$ cat config.mk
export PLATFORM = sky130hd
export DESIGN_NAME = gate_bist_ctrl
export DESIGN_NICKNAME = d
export VERILOG_FILES = /design/src/rtl/gate_bist_ctrl.sv
export SDC_FILE = /design/constraint.sdc
export NUM_CORES = 1
export LEC_CHECK = 0
export CAP_MARGIN = 10
export CORE_ASPECT_RATIO = 1.5
export CORE_MARGIN = 2
export CORE_UTILIZATION = 50
export DETAILED_ROUTE_END_ITERATION = 10
export PLACE_DENSITY = 0.75
export SLEW_MARGIN = 20
export SYNTH_ARGS = -nofsm -noshare
export SYNTH_HDL_FRONTEND = slang
export SYNTH_SLANG_ARGS = --single-unit
$ cat constraint.sdc
create_clock -name clk -period 3.86 [get_ports clk]
set_input_delay 0.772 -clock clk [delete_from_list [all_inputs] [get_ports clk]]
set_output_delay 0.772 -clock clk [all_outputs]
set_load 0.02 [all_outputs]
$ cat src/rtl/gate_bist_ctrl.sv
// Built-in self-test sequencer for the two-input gate bank: applies 00,01,10,11, compares against golden.
// Optional fault-injection ports (inj_en, inj_mask) are enabled by defining GATE_BIST_FAULT_INJ_EN.
module gate_bist_ctrl #(
   parameter int SETTLE_CYCLES = 2,
   parameter int NUM_PASSES    = 1
) (
   input  logic       clk,
   input  logic       rst,
   input  logic       start,
`ifdef GATE_BIST_FAULT_INJ_EN
   input  logic       inj_en,
   input  logic [7:0] inj_mask,
`endif
   input  logic [7:0] dut_out,
   output logic       a_out,
   output logic       b_out,
   output logic       busy,
   output logic       done,
   output logic       pass,
   output logic [7:0] fail_vec,
   output logic [7:0] fail_count,
   output logic [1:0] first_fail_pat,
   output logic       first_fail_valid
);

   typedef enum logic [2:0] {S_IDLE, S_APPLY, S_SETTLE, S_CHECK, S_DONE} state_t;

   localparam logic [7:0] LP_SETTLE = 8'(SETTLE_CYCLES);
   localparam logic [7:0] LP_PASSES = 8'(NUM_PASSES);

   // Bit order: BUF, XNOR, XOR, NOR, NAND, NOT, OR, AND (MSB..LSB)
   function automatic logic [7:0] golden(input logic a, input logic b);
      golden = {a, ~(a ^ b), a ^ b, ~(a | b), ~(a & b), ~a, a | b, a & b};
   endfunction

   state_t     r_state, w_state;
   logic       r_a, r_b, w_a, w_b;
   logic [7:0] r_settle_cnt, w_settle_cnt;
   logic [7:0] r_pass_cnt, w_pass_cnt;
   logic       r_busy, w_busy, r_done, w_done, r_pass, w_pass;
   logic [7:0] r_fail_vec, w_fail_vec, r_fail_count, w_fail_count;
   logic [1:0] r_ffp, w_ffp;
   logic       r_ffv, w_ffv;
   logic [7:0] w_cmp, w_mism, w_vec_acc;

`ifdef GATE_BIST_FAULT_INJ_EN
   assign w_cmp = inj_en ? (dut_out ^ inj_mask) : dut_out;
`else
   assign w_cmp = dut_out;
`endif
   assign w_mism    = w_cmp ^ golden(r_a, r_b);
   assign w_vec_acc = r_fail_vec | w_mism;

   // Next-state and next-result computation
   always_comb begin
      w_state      = r_state;
      w_a          = r_a;
      w_b          = r_b;
      w_settle_cnt = r_settle_cnt;
      w_pass_cnt   = r_pass_cnt;
      w_busy       = r_busy;
      w_done       = r_done;
      w_pass       = r_pass;
      w_fail_vec   = r_fail_vec;
      w_fail_count = r_fail_count;
      w_ffp        = r_ffp;
      w_ffv        = r_ffv;
      case (r_state)
         S_IDLE, S_DONE: begin
            if (start) begin
               w_state      = S_APPLY;
               {w_a, w_b}   = 2'b00;
               w_settle_cnt = 8'd0;
               w_pass_cnt   = 8'd0;
               w_busy       = 1'b1;
               w_done       = 1'b0;
               w_pass       = 1'b0;
               w_fail_vec   = 8'd0;
               w_fail_count = 8'd0;
               w_ffp        = 2'b00;
               w_ffv        = 1'b0;
            end else begin
               w_state = r_state;
            end
         end
         S_APPLY: begin
            w_settle_cnt = 8'd0;
            if (LP_SETTLE != 8'd0) w_state = S_SETTLE;
            else                   w_state = S_CHECK;
         end
         S_SETTLE: begin
            if (r_settle_cnt == LP_SETTLE - 8'd1) w_state = S_CHECK;
            else                                   w_settle_cnt = r_settle_cnt + 8'd1;
         end
         S_CHECK: begin
            w_fail_vec = w_vec_acc;
            if (w_mism != 8'd0) begin
               if (r_fail_count != 8'hFF) w_fail_count = r_fail_count + 8'd1;
               else                       w_fail_count = r_fail_count;
               if (!r_ffv) begin
                  w_ffp = {r_a, r_b};
                  w_ffv = 1'b1;
               end else begin
                  w_ffp = r_ffp;
               end
            end else begin
               w_fail_count = r_fail_count;
            end
            // Pattern index is {A,B} itself, so stepping it steps the stimulus
            if ({r_a, r_b} != 2'b11) begin
               {w_a, w_b} = {r_a, r_b} + 2'd1;
               w_state    = S_APPLY;
            end else if (r_pass_cnt != LP_PASSES - 8'd1) begin
               {w_a, w_b} = 2'b00;
               w_pass_cnt = r_pass_cnt + 8'd1;
               w_state    = S_APPLY;
            end else begin
               w_state = S_DONE;
               w_busy  = 1'b0;
               w_done  = 1'b1;
               w_pass  = (w_vec_acc == 8'd0);
            end
         end
         default: w_state = S_IDLE;
      endcase
   end

   // State and result registers
   always_ff @(posedge clk or posedge rst) begin
      if (rst) begin
         r_state      <= S_IDLE;
         r_a          <= 1'b0;
         r_b          <= 1'b0;
         r_settle_cnt <= 8'd0;
         r_pass_cnt   <= 8'd0;
         r_busy       <= 1'b0;
         r_done       <= 1'b0;
         r_pass       <= 1'b0;
         r_fail_vec   <= 8'd0;
         r_fail_count <= 8'd0;
         r_ffp        <= 2'b00;
         r_ffv        <= 1'b0;
      end else begin
         r_state      <= w_state;
         r_a          <= w_a;
         r_b          <= w_b;
         r_settle_cnt <= w_settle_cnt;
         r_pass_cnt   <= w_pass_cnt;
         r_busy       <= w_busy;
         r_done       <= w_done;
         r_pass       <= w_pass;
         r_fail_vec   <= w_fail_vec;
         r_fail_count <= w_fail_count;
         r_ffp        <= w_ffp;
         r_ffv        <= w_ffv;
      end
   end

   assign a_out            = r_a;
   assign b_out            = r_b;
   assign busy             = r_busy;
   assign done             = r_done;
   assign pass             = r_pass;
   assign fail_vec         = r_fail_vec;
   assign fail_count       = r_fail_count;
   assign first_fail_pat   = r_ffp;
   assign first_fail_valid = r_ffv;

endmodule
==> results of run 1 <==
==> area by class of cell <==
| class | count | area (µm²) | share of cell area, % |
|---|---|---|---|
| clock buffers | 5 | 68.8 | 2.49 |
| clock inverters | 3 | 23.8 | 0.861 |
| inverters | 10 | 37.5 | 1.36 |
| multi-input cells | 184 | 1140 | 41.3 |
| flip-flops and latches | 43 | 1080 | 39.0 |
| well taps | 48 | 60.1 | 2.17 |
| repair buffers | 36 | 355 | 12.9 |
==> final timing paths <==
| kind | end | start | slack, ns | cells past startpoint |
|---|---|---|---|---|
| max in group asynchronous | fail_vec[0]$_DFFE_PP0P_ | rst | 2.58 | 3 |
| worst min register to register | busy$_DFFE_PP0P_ | busy$_DFFE_PP0P_ | 0.49 | 2 |
| worst max-delay path | first_fail_pat[0]$_DFFE_PP0P_ | a_out$_DFFE_PP0P_ | 1.52 | 7 |
| min in group asynchronous | r_settle_cnt[1]$_DFFE_PP0P_ | rst | 0.90 | 3 |
| worst max register to register | first_fail_pat[0]$_DFFE_PP0P_ | a_out$_DFFE_PP0P_ | 1.52 | 7 |
| worst min-delay path | busy$_DFFE_PP0P_ | busy$_DFFE_PP0P_ | 0.49 | 2 |
==> report_power, final <==
| part | total, mW | leakage [nW] | internal, mW | switching (mW) |
|---|---|---|---|---|
| registers | 0.721 | 0.567 | 0.573 | 0.148 |
| logic | 0.817 | 0.591 | 0.366 | 0.451 |
| clock network | 0.299 | 0.0408 | 0.130 | 0.170 |
| total | 1.84 | 1.20 | 1.07 | 0.768 |
==> cell families after synthesis <==
family,after synthesis
AOI/OAI and AO/OA,42
adders and majority gates,7
muxes,7
xor gates and xnor gates,16
and+or+nand+nor,112
DFF,43
buffers and inverters,19
==> sequential cells by signal, indices dropped and copies added (netlist names) <==
register / cells
fail_vec: 8
r_state: 3
pass: 1
fail_count: 8
first_fail_valid: 1
busy: 1
a_out: 1
b_out: 1
first_fail_pat: 2
r_pass_cnt: 8
r_settle_cnt: 8
done: 1
==> cell usage after synthesis, types with 6 or more instances <==
| library cell | n | area [µm²] |
|---|---|---|
| dfrtp_1 | 43 | 1080 |
| nand2_1 | 27 | 101 |
| nor2_1 | 24 | 90.1 |
| nand3_1 | 14 | 70.1 |
| o21ai_0 | 14 | 70.1 |
| a21oi_1 | 13 | 65.1 |
| inv_1 | 10 | 37.5 |
| xor2_1 | 9 | 78.8 |
| nor3_1 | 8 | 40.0 |
| ha_1 | 7 | 87.6 |
| mux2i_1 | 7 | 70.1 |
| xnor2_1 | 7 | 61.3 |
| nor4_1 | 6 | 37.5 |
==> per-layer routing <==
metal | GRT usage [%] | vias to the layer above
li1 | - | 926
met1 | 25.1 | 930
met2 | 36.5 | 43
met3 | 3.57 | 6
met4 | 6.61 | 0
met5 | 0 | -
==> metrics by stage <==
step,hold WS [ns],utilization (%)
6_report,0.487,61.8
5_1_grt,0.517,61.8
4_1_cts,0.489,61.8
3_5_place_dp,0.467,59.7
3_3_place_gp,0.460,59.7
2_1_floorplan,0.450,-
==> worst max-delay path, stage by stage (launching register included) <==
cell and delay [ns]:
dfrtp_1 0.52, inv_1 0.10, ha_1 0.39, nor3b_1 0.23, o22ai_1 0.11, nor2_1 0.48
or3_1 0.25, mux2i_1 0.19
==> reports/metrics.csv, run 1 <==
stage,metric,value,unit
sta,tns,0,ns
die,die_h,87.1,µm
synth,synthSimpleGateAreaFrac,25.4,%
die,initial_core_util,51.6,%
routing,routed_via_density,5.79,
place,portBuffers,34,
sta,finClkSkew,0.0131,ns
layout,layout_commonest_cell,dfrtp_1,
clock_tree,postCtsSetupRepairBufs,0,
routing,drc,0,
setup_path,worstSetupEndpointType,register,
routing,routed.top_layer,met4,
global_route,grt_first_pass_wirelength,8.27,mm
routing,postRouteAntennaNets,0,
layout,area_growth,19.9,%
place,place_congestion,0.850,
synth,yosys-mux-area-fraction,3.04,%
sta,setup_violations,0,
layout,final_cell_mix,"dfrtp_1 (43), clkdlybuf4s50_1 (34), nand2_1 (27), nor2_1 (24)",
sta,fin_crit_sh,60.7,%
run,cap_violations,0,
sta,hold_viol_final,0,
synth,syn_inst,246,
synth,yosysSeqAreaShare,46.7,%
routing,met1_length,2.09,mm
clock_tree,clockBufferDepth,2,
layout,nets,298,
synth,ys_async_sr_fraction,100,%
sta,worst_slew_pin_slew,0.608,ns
clock_tree,holdBufCountCts,0,
sta,slew_viol_final,0,
die,fp.coreArea,4470,µm²
routing,drt_iter0_markers,69,
routing,route.met3.wl,192,µm
layout,n_fill_cell,389,
clock_tree,cts-resized-gates,0,
global_route,grt.overflow.total,0,
clock_tree,cts_sinks,43,
place,hpwl,3.49,mm
power,power.density,665,nW/µm²
synth,synth_edf_count,0,
routing,wire_per_inst,14.9,µm
routing,vias,1905,
power,power.leakage,1.20,nW
routing,dr_wl_met2,2.55,mm
synth,synth_cell_type_count,44,
min_path,min_path_type,reg2reg,
die,die_area,5180,µm²
synth,synthXorXnorAreaFrac,6.08,%
sta,setup_slack,1.52,ns
clock_tree,worstSkewPairLatency,0.31,ns
synth,synth-adder-area-share,3.80,%
die,fp-row-count,30,
outcome,status,completed,
synth,synth_flop_cell,dfrtp_1,
die,die_w,59.4,µm
layout,design_area,2760,µm²
sta,timing.final.crit_period,2.34,ns
place,pre_cts_slack,1.25,ns
global_route,antenna_found_initial,0,
synth,synth_area_per_cell,9.36,µm²
synth,netlist_area,2300,µm²
layout,antenna_cells,0,
routing,drt_pass1_iterations,4,
clock_tree,cts_tree,done,
clock_tree,cts.htree.levels,2,
clock_tree,path_clk_slew,0.10,ns
setup_path,cp.arrival,2.58,ns
sta,rsz0062_at_grt,no,
global_route,grt_max_degree,44,
clock_tree,clock_tree.root_cell,clkbuf_8,
setup_path,required,4.09,ns
place,place_area,2670,µm²
synth,syn_nets,264,
sta,timing.fmax,0.426,GHz
setup_path,worst-path-max-fanout,11,
power,ir_drop,0.546,mV
sta,slew-limit-headroom,59.3,%
power,p_total,1.84,mW
clock_tree,cts_inserted_buffers,5,
layout,final_cells,329,
global_route,grt_pass1_vias,1832,
setup_path,path_class,reg2reg,
synth,synth-compound-area-share,11.1,%
synth,ys_ff_latch,43,
place,placedCellCount,321,
synth,synth_top_family_by_area,simple AND/OR/NAND/NOR gates,
die,io_pins,35,
setup_path,start_kind,register,
routing,routed_wl,4.90,mm
layout,drive_above_1_share,7.83,%
global_route,grt_use_total,20.7,%
synth,yosysWarnings,0,
(Power assumes the default switching activity.)
==> run 2, diff against run 1 <==
--- a/config.mk
+++ b/config.mk
@@ -8,7 +8,7 @@
 export CAP_MARGIN = 10
 export CORE_ASPECT_RATIO = 1.5
 export CORE_MARGIN = 2
-export CORE_UTILIZATION = 50
+export CORE_UTILIZATION = 48
 export DETAILED_ROUTE_END_ITERATION = 10
 export PLACE_DENSITY = 0.75
 export SLEW_MARGIN = 20
==> constraint.sdc (replaced) <==
create_clock -name clk -period 1.89 [get_ports clk]
set_input_delay 0.378 -clock clk [delete_from_list [all_inputs] [get_ports clk]]
set_output_delay 0.378 -clock clk [all_outputs]
set_load 0.02 [all_outputs]
==> reports/metrics.csv, run 2 (same netlist as run 1, synthesis figures left out) <==
stage,metric,value,unit,change
outcome,status,completed,,unchanged
routing,postRouteAntennaNets,0,,unchanged
power,p_comb_share,50.3,%,was 44.5%
layout,nets,324,,was 298
routing,routed_via_density,5.32,,was 5.79
sta,tns,0,ns,unchanged
place,place_congestion,0.858,,was 0.850
global_route,antenna_found_initial,0,,unchanged
layout,drive_above_1_share,20.5,%,was 7.83%
setup_path,cp.arrival,2.09,ns,was 2.58 ns
setup_path,start_kind,register,,unchanged
setup_path,worst-path-max-fanout,9,,was 11
sta,setup_violations,0,,unchanged
sta,timing.final.crit_period,1.88,ns,was 2.34 ns
die,fp.coreArea,4580,µm²,was 4470 µm²
die,die_h,88.8,µm,was 87.1 µm
setup_path,crit_start,b_out$_DFFE_PP0P_,,was a_out$_DFFE_PP0P_
clock_tree,cts_tree,done,,unchanged
layout,final_cell_mix,"dfrtp_1 (41), clkdlybuf4s50_1 (33), nand2_1 (27), buf_4 (26), nor2_1 (22)",,"was dfrtp_1 (43), clkdlybuf4s50_1 (34), nand2_1 (27), nor2_1 (24)"
clock_tree,cts.htree.levels,2,,unchanged
layout,n_fill_cell,382,,was 389
power,ir_drop,0.744,mV,was 0.546 mV
min_path,min_path_type,in2async,,was reg2reg
sta,timing.fmax,0.533,GHz,was 0.426 GHz
routing,drt_iter0_markers,128,,was 69
clock_tree,clockBufferDepth,2,,unchanged
layout,layout_commonest_cell,dfrtp_1,,unchanged
power,p_switching,1.61,mW,was 768 µW
global_route,grt.overflow.total,0,,unchanged
power,power_frac_seq,35.9,%,was 39.2%
routing,drc,0,,unchanged
routing,vias,1974,,was 1905
die,fp-row-count,30,,unchanged
setup_path,path_class,reg2reg,,unchanged
place,pre_cts_slack,-0.217,ns,was 1.25 ns
power,cell_internal_pwr,2.43,mW,was 1.07 mW
power,swShare,39.9,%,was 41.8%
sta,setup_slack,0.0132,ns,was 1.52 ns
power,clock_power_share,13.7,%,was 16.3%
global_route,grt_first_pass_wirelength,9.11,mm,was 8.27 mm
global_route,grt_max_degree,44,,unchanged
sta,fin_crit_sh,99.3,%,was 60.7%
global_route,grt_use_total,22.0,%,was 20.7%
routing,drt_pass1_iterations,4,,unchanged
layout,antenna_cells,0,,unchanged
sta,slew-limit-headroom,75.3,%,was 59.3%
layout,ff_latch_area,1080,µm²,about the same
clock_tree,path_clk_slew,0.08,ns,was 0.10 ns
clock_tree,holdBufCountCts,0,,unchanged
layout,area_growth,33.6,%,was 19.9%
sta,slew_viol_final,0,,unchanged
clock_tree,worstSkewPairLatency,0.29,ns,was 0.31 ns
die,initial_core_util,50.3,%,was 51.6%
power,power.density,1310,nW/µm²,was 665 nW/µm²
die,io_pins,35,,unchanged
setup_path,r2r_start,b_out$_DFFE_PP0P_,,was a_out$_DFFE_PP0P_
clock_tree,cts_sinks,43,,unchanged
layout,multi_input_area,1220,µm²,was 1140 µm²
die,die_area,5380,µm²,was 5180 µm²
place,hpwl,3.81,mm,was 3.49 mm
sta,hold_viol_final,0,,unchanged
power,power.leakage,1.36,nW,was 1.20 nW
sta,finClkSkew,0.00456,ns,was 0.0131 ns
clock_tree,cts_inserted_buffers,5,,unchanged
sta,worst_slew_pin_slew,0.370,ns,was 0.608 ns
place,portBuffers,34,,unchanged
sta,rsz0062_at_grt,yes,,was no
global_route,grt_pass1_vias,2013,,was 1832
setup_path,worstSetupEndpointType,register,,unchanged
routing,routed_wl,5.20,mm,was 4.90 mm
run,cap_violations,0,,unchanged
die,die_w,60.6,µm,was 59.4 µm
clock_tree,clock_tree.root_cell,clkbuf_8,,unchanged
routing,wire_per_inst,14.0,µm,was 14.9 µm
setup_path,required,2.11,ns,was 4.09 ns
run 2: through the flow:
stage / instances / instance area [µm²] / total power [mW] / utilization, % / hold slack (ns)
3_5_place_dp: 361 / 2930 / 3.45 / 63.9 / 0.460
3_3_place_gp: 361 / 2930 / 3.40 / 63.9 / 0.462
4_1_cts: 370 / 3030 / 4.05 / 66.2 / 0.450
6_report: 371 / 3080 / 4.04 / 67.2 / 0.443
2_1_floorplan: 246 / 2350 / 2.64 / - / 0.450
5_1_grt: 371 / 3080 / 4.35 / 67.2 / 0.499
run 2: final cells by class:
cell class                      count  share of cell area [%]
Multi-Input combinational cell    184                    39.8
Sequential cell                    43                    35.0
Timing Repair Buffer               62                    18.7
Tap cell                           64                    2.60
Clock buffer                        7                    2.48
Inverter                           10                    1.22
Clock inverter                      1                   0.163
run 2: power groups by stage:
stage | Combinational (mW) | Sequential [mW] | Clock, mW
finish | 2.03 | 1.45 | 0.555
global route | 2.23 | 1.50 | 0.615
detailed placement | 1.98 | 1.46 | 0
floorplan | 1.01 | 1.63 | 0
global placement | 1.93 | 1.46 | 0
CTS | 2.02 | 1.45 | 0.580
run 2: layer usage:
layer / wire length (µm) / vias to the layer above / GRT usage, % / share of wire, %
li1: - / 987 / - / -
met1: 2210 / 948 / 26.8 / 42
met2: 2770 / 35 / 38.8 / 53
met3: 172 / 4 / 3.80 / 3.3
met4: 57 / 0 / 6.52 / 1.1
met5: 0 / - / 0 / 0
run 2: worst max-delay path: stages, from the launching register on:
cell and delay [ns]:
dfrtp_2 0.46, inv_2 0.10, ha_4 0.21, and3b_1 0.17, o22ai_2 0.17, nor2_2 0.08, buf_6 0.15, or4_1 0.39
o21ai_1 0.09
run 2: worst paths after layout:
check                           cells past startpoint  slack (ns)                           to
worst min-delay path                                3        0.44  r_settle_cnt[0]$_DFFE_PP0P_
worst max-delay path                                8        0.01    fail_count[6]$_DFFE_PP0P_
min in group clk                                    2        0.47             done$_DFFE_PP0P_
worst min register to register                      2        0.47             done$_DFFE_PP0P_
max in group asynchronous                           3        1.22            a_out$_DFFE_PP0P_
worst max register to register                      8        0.01    fail_count[6]$_DFFE_PP0P_
run 2: what timing repair did:
action	4_1_cts	5_1_grt
setup buffers	1	1
gates cloned	0	0
setup endpoints to repair	8	20
endpoints found under the hold margin	0	0
resized for setup	5	9
==> run 3, diff against run 2 <==
--- a/config.mk
+++ b/config.mk
@@ -10,6 +10,7 @@
 export CORE_MARGIN = 2
 export CORE_UTILIZATION = 48
 export DETAILED_ROUTE_END_ITERATION = 10
+export GPL_TIMING_DRIVEN = 0
 export PLACE_DENSITY = 0.75
 export SLEW_MARGIN = 20
 export SYNTH_ARGS = -nofsm -noshare
==> reports/metrics.csv, run 3 (same netlist as run 1, synthesis figures left out) <==
stage,metric,value,unit,change
outcome,status,"complete, but fails checks",,was completed
outcome,violations,setup timing,,
die,die_w,60.6,µm,unchanged
sta,setup_slack,-0.0110,ns,was 0.0132 ns
layout,final_cells,361,,was 371
power,clock_power_share,19.2,%,was 13.7%
routing,drt_pass1_iterations,5,,was 4
setup_path,r2r_start,b_out$_DFFE_PP0P_,,unchanged
setup_path,r2r-end,fail_count[6]$_DFFE_PP0P_,,unchanged
die,die_h,88.8,µm,unchanged
sta,tns,-0.0110,ns,was 0 ns
power,p_total,4.36,mW,was 4.04 mW
global_route,antenna_found_initial,0,,unchanged
power,power_frac_seq,32.7,%,was 35.9%
power,power.leakage,1.34,nW,was 1.36 nW
power,swShare,38.3,%,was 39.9%
place,place_congestion,0.886,,was 0.858
routing,drt_iter0_markers,81,,was 128
power,p_comb_share,48.1,%,was 50.3%
global_route,grt_max_degree,25,,was 44
global_route,grt_use_total,21.6,%,was 22.0%
setup_path,r2r_slack,-0.01,ns,was 0.01 ns
power,power.density,1410,nW/µm²,was 1310 nW/µm²
sta,slew-limit-headroom,64.5,%,was 75.3%
die,io_pins,35,,unchanged
layout,layout_commonest_cell,dfrtp_1,,unchanged
sta,rsz0062_at_grt,yes,,unchanged
clock_tree,worstSkewPairLatency,0.30,ns,was 0.29 ns
sta,slew_viol_final,0,,unchanged
setup_path,crit_family,simple AND/OR/NAND/NOR gates,,unchanged
clock_tree,clockBufferDepth,2,,unchanged
setup_path,cp.arrival,2.13,ns,was 2.09 ns
global_route,grt_pass1_vias,1897,,was 2013
sta,fin_crit_sh,101,%,was 99.3%
sta,finClkSkew,0.0115,ns,was 0.00456 ns
routing,wire_per_inst,14.8,µm,was 14.0 µm
global_route,grt.overflow.total,0,,unchanged
sta,timing.final.crit_period,1.90,ns,was 1.88 ns
place,hpwl,3.67,mm,was 3.81 mm
sta,setup_violations,1,,was 0
clock_tree,clock_tree.root_cell,clkbuf_8,,unchanged
layout,area_growth,34.4,%,was 33.6%
die,fp.coreArea,4580,µm²,unchanged
run,cap_violations,0,,unchanged
layout,fin_util,67.6,%,was 67.2%
die,fp-row-count,30,,unchanged
setup_path,crit_buf_inv,2,,unchanged
clock_tree,cts.htree.levels,2,,unchanged
layout,final_cell_mix,"dfrtp_1 (41), clkdlybuf4s50_1 (34), nand2_1 (27), nor2_1 (22)",,"was dfrtp_1 (41), clkdlybuf4s50_1 (33), nand2_1 (27), buf_4 (26), nor2_1 (22)"
setup_path,start_kind,register,,unchanged
clock_tree,holdBufCountCts,0,,unchanged
clock_tree,cts_tree,done,,unchanged
setup_path,worst-path-max-fanout,10,,was 9
setup_path,required,2.12,ns,was 2.11 ns
setup_path,path_class,reg2reg,,unchanged
setup_path,worstSetupEndpointType,register,,unchanged
setup_path,worstRegToRegCells,8,,unchanged
setup_path,max_stage_delay,0.46,ns,about the same
die,initial_core_util,50.3,%,unchanged
routing,drc,0,,unchanged
routing,routed_wl,5.34,mm,was 5.20 mm
global_route,grt_first_pass_wirelength,8.77,mm,was 9.11 mm
power,cell_internal_pwr,2.69,mW,was 2.43 mW
routing,routed_via_density,5.50,,was 5.32
layout,antenna_cells,0,,unchanged
place,pre_cts_slack,-0.336,ns,was -0.217 ns
place,portBuffers,34,,unchanged
power,ir_drop,0.810,mV,was 0.744 mV
min_path,min_path_type,in2async,,unchanged
clock_tree,path_clk_slew,0.08,ns,about the same
layout,design_area,3100,µm²,was 3080 µm²
place,place_area,2800,µm²,was 2930 µm²
layout,nets,314,,was 324
sta,worst_slew_pin_slew,0.531,ns,was 0.370 ns
power,p_switching,1.67,mW,was 1.61 mW
sta,hold_viol_final,0,,unchanged
place,placedCellCount,345,,was 361
routing,postRouteAntennaNets,0,,unchanged
routing,vias,1984,,was 1974
layout,n_fill_cell,373,,was 382
clock_tree,cts_inserted_buffers,5,,unchanged
sta,timing.fmax,0.526,GHz,was 0.533 GHz
setup_path,crit_start,b_out$_DFFE_PP0P_,,unchanged
setup_path,critPathSlowestCell,dfrtp_2,,unchanged
setup_path,path_cells,"inv_2, ha_4, and3b_1, o22ai_2, nor2_2, buf_6, or4_4, o21ai_2",,"was inv_2, ha_4, and3b_1, o22ai_2, nor2_2, buf_6, or4_1, o21ai_1"
die,die_area,5380,µm²,unchanged
layout,drive_above_1_share,18.5,%,was 20.5%
sta,holdWs,0.429,ns,was 0.443 ns
clock_tree,cts_sinks,43,,unchanged
[run 3: area by class of cell]
type,count,area [µm²],area share [%]
repair buffers,43,428,13.8
inverters,10,37.5,1.21
well taps,64,80.1,2.59
flip-flops and latches,43,1080,34.8
multi-input cells,184,1270,41.0
plain buffers,9,68.8,2.22
clock inverters,2,60.1,1.94
clock buffers,6,72.6,2.34
[run 3: power groups by stage]
stage / sequential (mW) / clock [mW] / combinational (mW)
finish: 1.43 / 0.836 / 2.09
global placement: 1.45 / 0 / 1.82
CTS: 1.42 / 0.852 / 1.97
detailed placement: 1.46 / 0 / 1.85
floorplan: 1.63 / 0 / 1.01
global route: 1.46 / 0.884 / 2.29
[run 3: worst max path at each step]
stage,to,depth (start not counted)
floorplan,fail_count[6]$_DFFE_PP0P_,8
global placement,a_out$_DFFE_PP0P_,2
detailed placement,r_settle_cnt[6]$_DFFE_PP0P_,6
CTS,fail_count[6]$_DFFE_PP0P_,8
global route,fail_count[6]$_DFFE_PP0P_,8
finish,fail_count[6]$_DFFE_PP0P_,8
[run 3: worst register-to-register path, cell delays in order (launching register included)]
cell and delay, ns:
dfrtp_2 0.46, inv_2 0.11, ha_4 0.23, and3b_1 0.17, o22ai_2 0.17, nor2_2 0.07, buf_6 0.15, or4_4 0.42
o21ai_2 0.07
[run 3: repair_timing]
item	4_1_cts	5_1_grt
endpoints found under the setup margin	17	24
buffers inserted	4	4
resized for setup	9	15
pin swaps	1	1
[run 3: routing by layer]
metal | part of all wire, % | GRT usage, % | vias up
met3 | 2.7 | 3.51 | 12
met4 | 2.1 | 8.30 | 0
met5 | 0 | 0 | -
met1 | 42 | 26.4 | 960
met2 | 54 | 37.2 | 42
li1 | - | - | 970
